File: config.mk
export PLATFORM = sky130hd
export DESIGN_NAME = team_00_wb_responder
export DESIGN_NICKNAME = d
export VERILOG_FILES = /design/src/rtl/team_00_wb_responder.sv
export SDC_FILE = /design/constraint.sdc
export NUM_CORES = 1
export LEC_CHECK = 0
export BUFFER_PORTS_ARGS = -buffer_cell sky130_fd_sc_hd__buf_2
export CORE_MARGIN = 2
export CORE_UTILIZATION = 49
export CTS_CLUSTER_DIAMETER = 150
export DETAILED_ROUTE_END_ITERATION = 10
export GPL_TIMING_DRIVEN = 1
export PLACE_DENSITY_LB_ADDON = 0.08
export SETUP_SLACK_MARGIN = 0.5
export SYNTH_ARGS = -nofsm -noshare
export SYNTH_HDL_FRONTEND = slang
export SYNTH_SLANG_ARGS = --single-unit
File: constraint.sdc
create_clock -name clk -period 1.9 [get_ports clk]
set_input_delay 0.19 -clock clk [delete_from_list [all_inputs] [get_ports clk]]
set_output_delay 0.19 -clock clk [all_outputs]
set_load 0.03 [all_outputs]
File: src/rtl/team_00_wb_responder.sv
// -----------------------------------------------------------------------------
// team_00_wb_responder
//   Wishbone classic subordinate that exposes the team_00 core control and
//   status registers to the bus manager. It drives enable, a one-cycle start
//   pulse and the prescaler into the core. It captures busy/done status, and it
//   raises a maskable interrupt when done_i rises.
//
// Ports
//   clk, nrst                      clock, asynchronous active-low reset
//   wbs_cyc_i/stb_i/we_i/sel_i     Wishbone request qualifiers
//   wbs_adr_i, wbs_dat_i           byte address / write data
//   wbs_ack_o, wbs_dat_o           one-cycle acknowledge / read data (0 unless ack)
//   en_o, start_o, prescaler_o     core controls
//   busy_i, done_i                 core status (done rising edge is the event)
//   irq_o                          done_sticky & irq_en
//
// Register map (offset = adr[7:0], adr[1:0] ignored)
//   0x00 CTRL      [0] en, [1] start (self-clearing, reads 0), [2] irq_en
//   0x04 PRESCALER [13:0]
//   0x08 STATUS    [0] done_sticky (W1C), [1] busy_i (RO)
//   0x0C SCRATCH   [31:0]
//   0x10 ID        ID_VALUE (RO)
//   others         read 0, writes ignored, still acked
// -----------------------------------------------------------------------------
module team_00_wb_responder #(
  parameter logic [31:0] BASE_ADDR     = 32'h3000_0000,
  parameter int unsigned WAIT_STATES   = 0,
  parameter logic [13:0] PRESCALER_RST = 14'd1000,
  parameter logic [31:0] ID_VALUE      = 32'h7EA0_0001
) (
  input  logic        clk,
  input  logic        nrst,
  input  logic        wbs_cyc_i,
  input  logic        wbs_stb_i,
  input  logic        wbs_we_i,
  input  logic [3:0]  wbs_sel_i,
  input  logic [31:0] wbs_adr_i,
  input  logic [31:0] wbs_dat_i,
  output logic        wbs_ack_o,
  output logic [31:0] wbs_dat_o,
  output logic        en_o,
  output logic        start_o,
  output logic [13:0] prescaler_o,
  input  logic        busy_i,
  input  logic        done_i,
  output logic        irq_o
);

  typedef enum logic [1:0] {
    S_IDLE,
    S_WAIT,
    S_ACK
  } state_e;

  localparam bit         NO_WAIT   = (WAIT_STATES == 0);
  localparam logic [3:0] LAST_WAIT = 4'(WAIT_STATES - 1);

  // Word offsets (adr[7:2])
  localparam logic [5:0] OFF_CTRL    = 6'h00;
  localparam logic [5:0] OFF_PRESC   = 6'h01;
  localparam logic [5:0] OFF_STATUS  = 6'h02;
  localparam logic [5:0] OFF_SCRATCH = 6'h03;
  localparam logic [5:0] OFF_ID      = 6'h04;

  // Handshake state and latched request
  state_e      state_q;
  logic [3:0]  wait_cnt_q;
  logic [5:0]  adr_q;
  logic        we_q;
  logic [3:0]  sel_q;
  logic [31:0] wdat_q;
  logic        ack_q;
  logic [31:0] rdat_q;

  // Register file
  logic        en_q;
  logic        irqen_q;
  logic        start_q;
  logic [13:0] presc_q;
  logic [31:0] scratch_q;
  logic        sticky_q;
  logic        sticky_d;
  logic        done_d1_q;

  // Transfer view used on the commit edge
  logic        req;
  logic        hit;
  logic        go_ack;
  logic [5:0]  t_off;
  logic        t_we;
  logic [3:0]  t_sel;
  logic [31:0] t_wdat;
  logic        wr_en;
  logic        clr_done;
  logic        done_rise;
  logic [31:0] rd_val;

  logic        unused_adr_lsb;
  assign unused_adr_lsb = ^wbs_adr_i[1:0];

  assign req = wbs_cyc_i & wbs_stb_i;
  assign hit = (wbs_adr_i[31:8] == BASE_ADDR[31:8]);

  // With no wait states the transfer commits on the very edge that samples it,
  // so the live bus fields are used there; otherwise the latched copy is used.
  always_comb begin
    t_off  = adr_q;
    t_we   = we_q;
    t_sel  = sel_q;
    t_wdat = wdat_q;
    go_ack = 1'b0;
    case (state_q)
      S_IDLE: begin
        t_off  = wbs_adr_i[7:2];
        t_we   = wbs_we_i;
        t_sel  = wbs_sel_i;
        t_wdat = wbs_dat_i;
        go_ack = NO_WAIT && req && hit;
      end
      S_WAIT:  go_ack = req && (wait_cnt_q == LAST_WAIT);
      default: go_ack = 1'b0;
    endcase
  end

  assign wr_en     = go_ack && t_we;
  assign clr_done  = wr_en && (t_off == OFF_STATUS) && t_sel[0] && t_wdat[0];
  assign done_rise = done_i & ~done_d1_q;
  // A fresh done edge wins over a same-cycle clear.
  assign sticky_d  = done_rise | (sticky_q & ~clr_done);

  always_comb begin
    rd_val = '0;
    case (t_off)
      OFF_CTRL:    rd_val = {29'd0, irqen_q, 1'b0, en_q};
      OFF_PRESC:   rd_val = {18'd0, presc_q};
      OFF_STATUS:  rd_val = {30'd0, busy_i, sticky_q};
      OFF_SCRATCH: rd_val = scratch_q;
      OFF_ID:      rd_val = ID_VALUE;
      default:     rd_val = '0;
    endcase
  end

  // Handshake FSM with registered ack / read data
  always_ff @(posedge clk or negedge nrst) begin
    if (!nrst) begin
      state_q    <= S_IDLE;
      wait_cnt_q <= '0;
      adr_q      <= '0;
      we_q       <= 1'b0;
      sel_q      <= '0;
      wdat_q     <= '0;
      ack_q      <= 1'b0;
      rdat_q     <= '0;
    end else begin
      ack_q  <= 1'b0;
      rdat_q <= '0;
      case (state_q)
        S_IDLE: begin
          if (req && hit) begin
            adr_q      <= wbs_adr_i[7:2];
            we_q       <= wbs_we_i;
            sel_q      <= wbs_sel_i;
            wdat_q     <= wbs_dat_i;
            wait_cnt_q <= '0;
            if (go_ack) begin
              state_q <= S_ACK;
              ack_q   <= 1'b1;
              rdat_q  <= t_we ? '0 : rd_val;
            end else begin
              state_q <= S_WAIT;
            end
          end
        end
        S_WAIT: begin
          if (!req) begin
            state_q <= S_IDLE;
          end else if (go_ack) begin
            state_q <= S_ACK;
            ack_q   <= 1'b1;
            rdat_q  <= t_we ? '0 : rd_val;
          end else begin
            wait_cnt_q <= wait_cnt_q + 4'd1;
          end
        end
        S_ACK:   state_q <= S_IDLE;
        default: state_q <= S_IDLE;
      endcase
    end
  end

  // Register file, written on the commit edge
  always_ff @(posedge clk or negedge nrst) begin
    if (!nrst) begin
      en_q      <= 1'b0;
      irqen_q   <= 1'b0;
      start_q   <= 1'b0;
      presc_q   <= PRESCALER_RST;
      scratch_q <= '0;
      sticky_q  <= 1'b0;
      done_d1_q <= 1'b0;
    end else begin
      start_q   <= 1'b0;
      done_d1_q <= done_i;
      sticky_q  <= sticky_d;
      if (wr_en) begin
        case (t_off)
          OFF_CTRL: begin
            if (t_sel[0]) begin
              en_q    <= t_wdat[0];
              start_q <= t_wdat[1];
              irqen_q <= t_wdat[2];
            end
          end
          OFF_PRESC: begin
            if (t_sel[0]) presc_q[7:0]  <= t_wdat[7:0];
            if (t_sel[1]) presc_q[13:8] <= t_wdat[13:8];
          end
          OFF_SCRATCH: begin
            for (int unsigned b = 0; b < 4; b++) begin
              if (t_sel[b]) scratch_q[8*b +: 8] <= t_wdat[8*b +: 8];
            end
          end
          default: ;
        endcase
      end
    end
  end

  assign wbs_ack_o   = ack_q;
  assign wbs_dat_o   = rdat_q;
  assign en_o        = en_q;
  assign start_o     = start_q;
  assign prescaler_o = presc_q;
  assign irq_o       = sticky_q & irqen_q;

endmodule
# ---- Word-level counts from Yosys, hierarchy flattened
# Index checks and enable logic that the tools add are counted.
dict set report totals {
  reg_bits 133
  elab_cells 84
  inputBits 75
  out_inout_bits 50
}
dict set report classes {
  bitwise 7
  n_mux 27
  eq_ne 11
  add_sub_neg 1
  reduce_logical 19
}
# op n
set op_table {}
lappend op_table {{$mux W32} 5}
lappend op_table {{$pmux W32 S5} 1}
lappend op_table {{$pmux W32 S2} 1}
lappend op_table {{$eq A24 B22 Y1 const B} 1}
lappend op_table {{$reduce_and A3 Y1} 7}
lappend op_table {{$mux W4} 4}
lappend op_table {{$eq A6 B2 Y1 const B} 2}
lappend op_table {{$mux W2} 4}
lappend op_table {{$pmux W4 S2} 1}
lappend op_table {{$mux W1} 7}
lappend op_table {{$eq A6 B1 Y1 const B} 1}
lappend op_table {{$eq A6 B3 Y1 const B} 1}
lappend op_table {{$logic_and A1 B1 Y1} 6}
lappend op_table {{$logic_not A6 Y1} 1}
lappend op_table {{$mux W6} 1}
lappend op_table {{$ne A2 B2 Y1 const B} 3}
lappend op_table {{$add A4 B1 Y4 const B} 1}
lappend op_table {{$and A1 B1 Y1} 4}
lappend op_table {{$eq A4 B4 Y1 const B} 1}
lappend op_table {{$pmux W1 S2} 2}
lappend op_table {{$pmux W2 S2} 1}
lappend op_table {{$reduce_and A2 Y1} 2}
lappend op_table {{$reduce_and A4 Y1} 1}
lappend op_table {{$ne A3 B3 Y1 const B} 1}
lappend op_table {{other kinds (5)} 6}

# ---- Logic depth before layout (Yosys ltp)
dict set report logic_depth {
  ltp_word 10
  mapped_depth 8
  depth_no_buf 5
}

# ---- Least setup slack after synthesis
# No wires, ideal clock.
dict set report synth_path {
  path_type {reg-to-reg}
  startpoint {reg state_q[1]}
  endpoint {reg adr_q[0]}
  setup_ns 0.125
  required_time_ns 1.775
  path_buffers 2
  path_stages_with_launch 7
  t_arrival_ns 1.730
  synth_period_minus_slack_ns 1.855
  path_slack_ns 0.045
  path_cell_list {dfrtp_1 > nor4bb_1 > nand4_1 > nor2_1 > buf_2 > buf_2 > mux2_2}
}
dict set report synth_between {
  elab_chain_cells 2
}
# item line
set synth_rtl {}
lappend synth_rtl {{start, declared} 66} ;# state_e state_q;
lappend synth_rtl {{start signal, assigned} 146} ;# state_q <= S_IDLE;
lappend synth_rtl {{start signal, assigned} 166} ;# state_q <= S_ACK;
lappend synth_rtl {{start signal, assigned} 170} ;# state_q <= S_WAIT;
lappend synth_rtl {{$logic_not A2 Y1} 157} ;# case (state_q)
lappend synth_rtl {{$reduce_and A2 Y1 (no line)} n/a}
lappend synth_rtl {{end signal, assigned} 160} ;# adr_q <= wbs_adr_i[7:2];
lappend synth_rtl {{end, declared} 68} ;# logic [5:0] adr_q;
# Every way passes these cells.
# A chain may end at the register's enable or synchronous reset.

# ---- Worst setup path after layout
dict set report layout_path {
  startpoint {reg state_q[1]}
  endpoint {reg scratch_q[12]}
}
dict set report layout_between {
  elab_chain_cells 4
  word_cells_on_any_way 10
  cone_classes {eq/ne (2); mux (5); reduce/logical (3)}
}
# item line
set layout_rtl {}
lappend layout_rtl {{$logic_not A2 Y1 / $eq A2 B1 Y1 (equally long branches)} 112} ;# case (state_q)
lappend layout_rtl {{$mux W6, or another cell as far along} 112}
lappend layout_rtl {{$eq A6 B2 Y1 / $logic_and A1 B1 Y1 (equally long branches)} {206, 125}}
lappend layout_rtl {{$reduce_and A3 Y1 (no line)} n/a}
lappend layout_rtl {{end signal, assigned by index} 220} ;# if (t_sel[b]) scratch_q[8*b +: 8] <= t_wdat[8*b +: 8];
lappend layout_rtl {{end, declared} 80} ;# logic [31:0] scratch_q;
# Parallel ways exist; a longest one is shown, timed or not.

==> impl_metrics.yaml <==
outcome:
  run_status: "finished with violations"
  violations: "negative setup slack"
clock_network:
  insertion_delay_ns: 0.42
  clk_pin_slew_ns: 0.06
  cts_root_buffer: "clkbuf_16"
  clk_path_buf_depth: 2
  cts_tree: "done"
  htreeDepth: 4
  clock_sinks: 133
  cts_buffers: 17
logic_synthesis:
  synth_ff_type: "dfrtp_1"
  synth_enable_flop_cells: 0
  ys_top_cells_by_area: "dfrtp_1 (55%), mux2_2 (15%), nand2_1 (7.2%), dfstp_2 (2.7%), mux2_1 (2.5%)"
  synth_nets: 556
  async_flop_share: 1.00
  yosysTopAreaCell: "dfrtp_1"
  synth_area_per_cell_um2: 12.0
  yosysTopAreaCellShare: 0.552
  ys_warn_count: 0
  ys_seq_area_frac: 0.579
  synthCells: 480
  synth_area_um2: 5760
  synth_cell_types: 43
  ys_ff_latch: 133
sta:
  fin_ws_ns: -0.107
  max_freq_mhz: 498
  relSlewSlack: 0.684
  worst_pin_slew_ns: 0.474
  finalSetupViolations: 91
  finalCriticalPeriod_ns: 2.01
  final_max_slew_viol_count: 0
  setup_tns_ns: -4.53
  grt_setup_unrepaired: "true"
  finalHoldViolCount: 0
  period_share: 1.06
  finClkSkew_ns: 0.00801
grt:
  grt_max_degree: 49
  grt_use_total: 0.230
  antenna_found_initial: 0
  grt-ovfl-total: 0
  grt_pass1_vias: 4395
  grt_pass1_wl_um: 22500
layout:
  drive_gt1_frac: 0.499
  layout_commonest_cell: "dfrtp_1"
  n_antenna_cell: 0
  final_cell_mix: "dfrtp_1 (126), buf_2 (121), nand2_1 (108), mux2_4 (46), mux2_2 (36)"
  area_growth_pct: 38.1
  finalNonFillerCells: 804
  final_util: 0.693
  fill_cells: 852
  nNetsFinal: 724
detailed_routing:
  vias: 4297
  vias_per_cell: 5.34
  avgRoutedWirePerCell_um: 17.7
  drcViolationCount: 0
  drt-total-wl_um: 14200
  drt_pass1_iterations: 4
  drt_iter0_drc: 252
  ant_nets: 0
critical_path:
  arrival_ns: 2.30
  crit_path_start_kind: "flip-flop"
  critPathKind: "flip-flop to flip-flop"
  critPathMaxFanout: 8
  critical_path_required_ns: 2.20
  end_kind: "flip-flop"
floorplan:
  pin_count: 125
  core_area_um2: 11500
  die_area_um2: 12600
  num_rows: 39
  start_util: 0.502
  die_h_um: 112
  die_x_um: 112
power_and_ir_drop:
  peakVddDrop_uv: 738
  power_mw: 6.32
  powerDensity_nw_per_um2: 794
  p_leak_nw: 4.08
placed_design:
  dp_hpwl_um: 8930
  dp_cells: 752
  gp_congestion: 0.820
  port_buffers: 122
flow_run:
  drv_cap: 0
hold_path:
  min_path_type: "input port to flip-flop"
[routing by layer]
metal,part of all wire,track usage,up-vias
met5,0,0,-
met4,0.016,0.0667,0
met3,0.049,0.0616,17
met2,0.50,0.379,126
met1,0.43,0.301,2132
li1,-,-,2022
[through the flow]
stage	setup slack, ns	hold WS (ns)	cell area (µm²)
floorplan	0.0934	-0.106	5990
global placement	-0.0620	0.163	6950
detailed placement	-0.164	0.168	6950
CTS	-0.105	0.00423	7720
global route	-0.165	0.00843	7950
finish	-0.107	0.0172	7950
[layout make-up]
class,instances,area [µm²],share of cell area
Clock buffer,20,457,0.0574
Timing Repair Buffer,171,1220,0.154
Inverter,3,11.3,0.00142
Multi-Input combinational cell,322,2620,0.329
Sequential cell,133,3340,0.420
Clock inverter,12,129,0.0162
Tap cell,143,179,0.0225
[synthesized netlist by cell type, types with 3 or more instances]
cell	instances
dfrtp_1	127
nand2_1	111
mux2_2	79
nor2_1	17
nand3_1	15
a21oi_1	13
mux2_1	13
a22oi_1	12
buf_2	12
and2_1	11
dfstp_2	6
buf_1	5
nand3_4	5
nor4_1	5
o21ai_0	4
inv_1	3
nand3b_1	3
nand4_1	3
[state kept, by name, summed over array words and instances, names as in the netlist, 2 cells and up]
signal and count:
adr_q 6, prescaler_o 14, scratch_q 32, state_q 2, sel_q 4, wait_cnt_q 4, wdat_q 32, wbs_dat_o 32
[final timing paths]
path                                    start  cells past startpoint  slack [ns]              to
worst min register to register  scratch_q[31]                      1        0.47   wbs_dat_o[31]
max in group asynchronous                nrst                      3        0.94  prescaler_o[5]
worst max-delay path               state_q[1]                      7       -0.11   scratch_q[12]
min in group asynchronous                nrst                      2        0.29   wbs_dat_o[25]
worst min-delay path             wbs_dat_i[2]                      2        0.02       wdat_q[2]
worst max register to register     state_q[1]                      7       -0.11   scratch_q[12]
[what timing repair did]
item,4_1_cts,5_1_grt
pin swaps,4,6
gates cloned,2,3
buffers inserted,6,7
hold buffers,2,0
gates resized for setup,16,27
hold endpoints to repair,47,0
setup endpoints to repair,130,131
[cell families after synthesis]
group,after synthesis,synth area share
compound gates,42,0.0543
flops,133,0.579
fa+ha+maj,1,0.00217
buf+inv,25,0.0222
mux,94,0.183
simple gates,185,0.159
[power breakdown]
group	leakage [nW]	switching (mW)	internal, mW
clock	0.294	1.23	2.00
sequential	1.82	0.000382	2.84
combinational	1.96	0.151	0.102
[worst max-delay path, stage by stage, from the launching register on]
cell	delay [ns]
dfrtp_2	0.43
buf_4	0.17
nor4b_4	0.34
a31oi_4	0.08
a21oi_4	0.17
buf_12	0.15
nand3_4	0.16
mux2_1	0.36
Power figures use the tool's default switching activity.
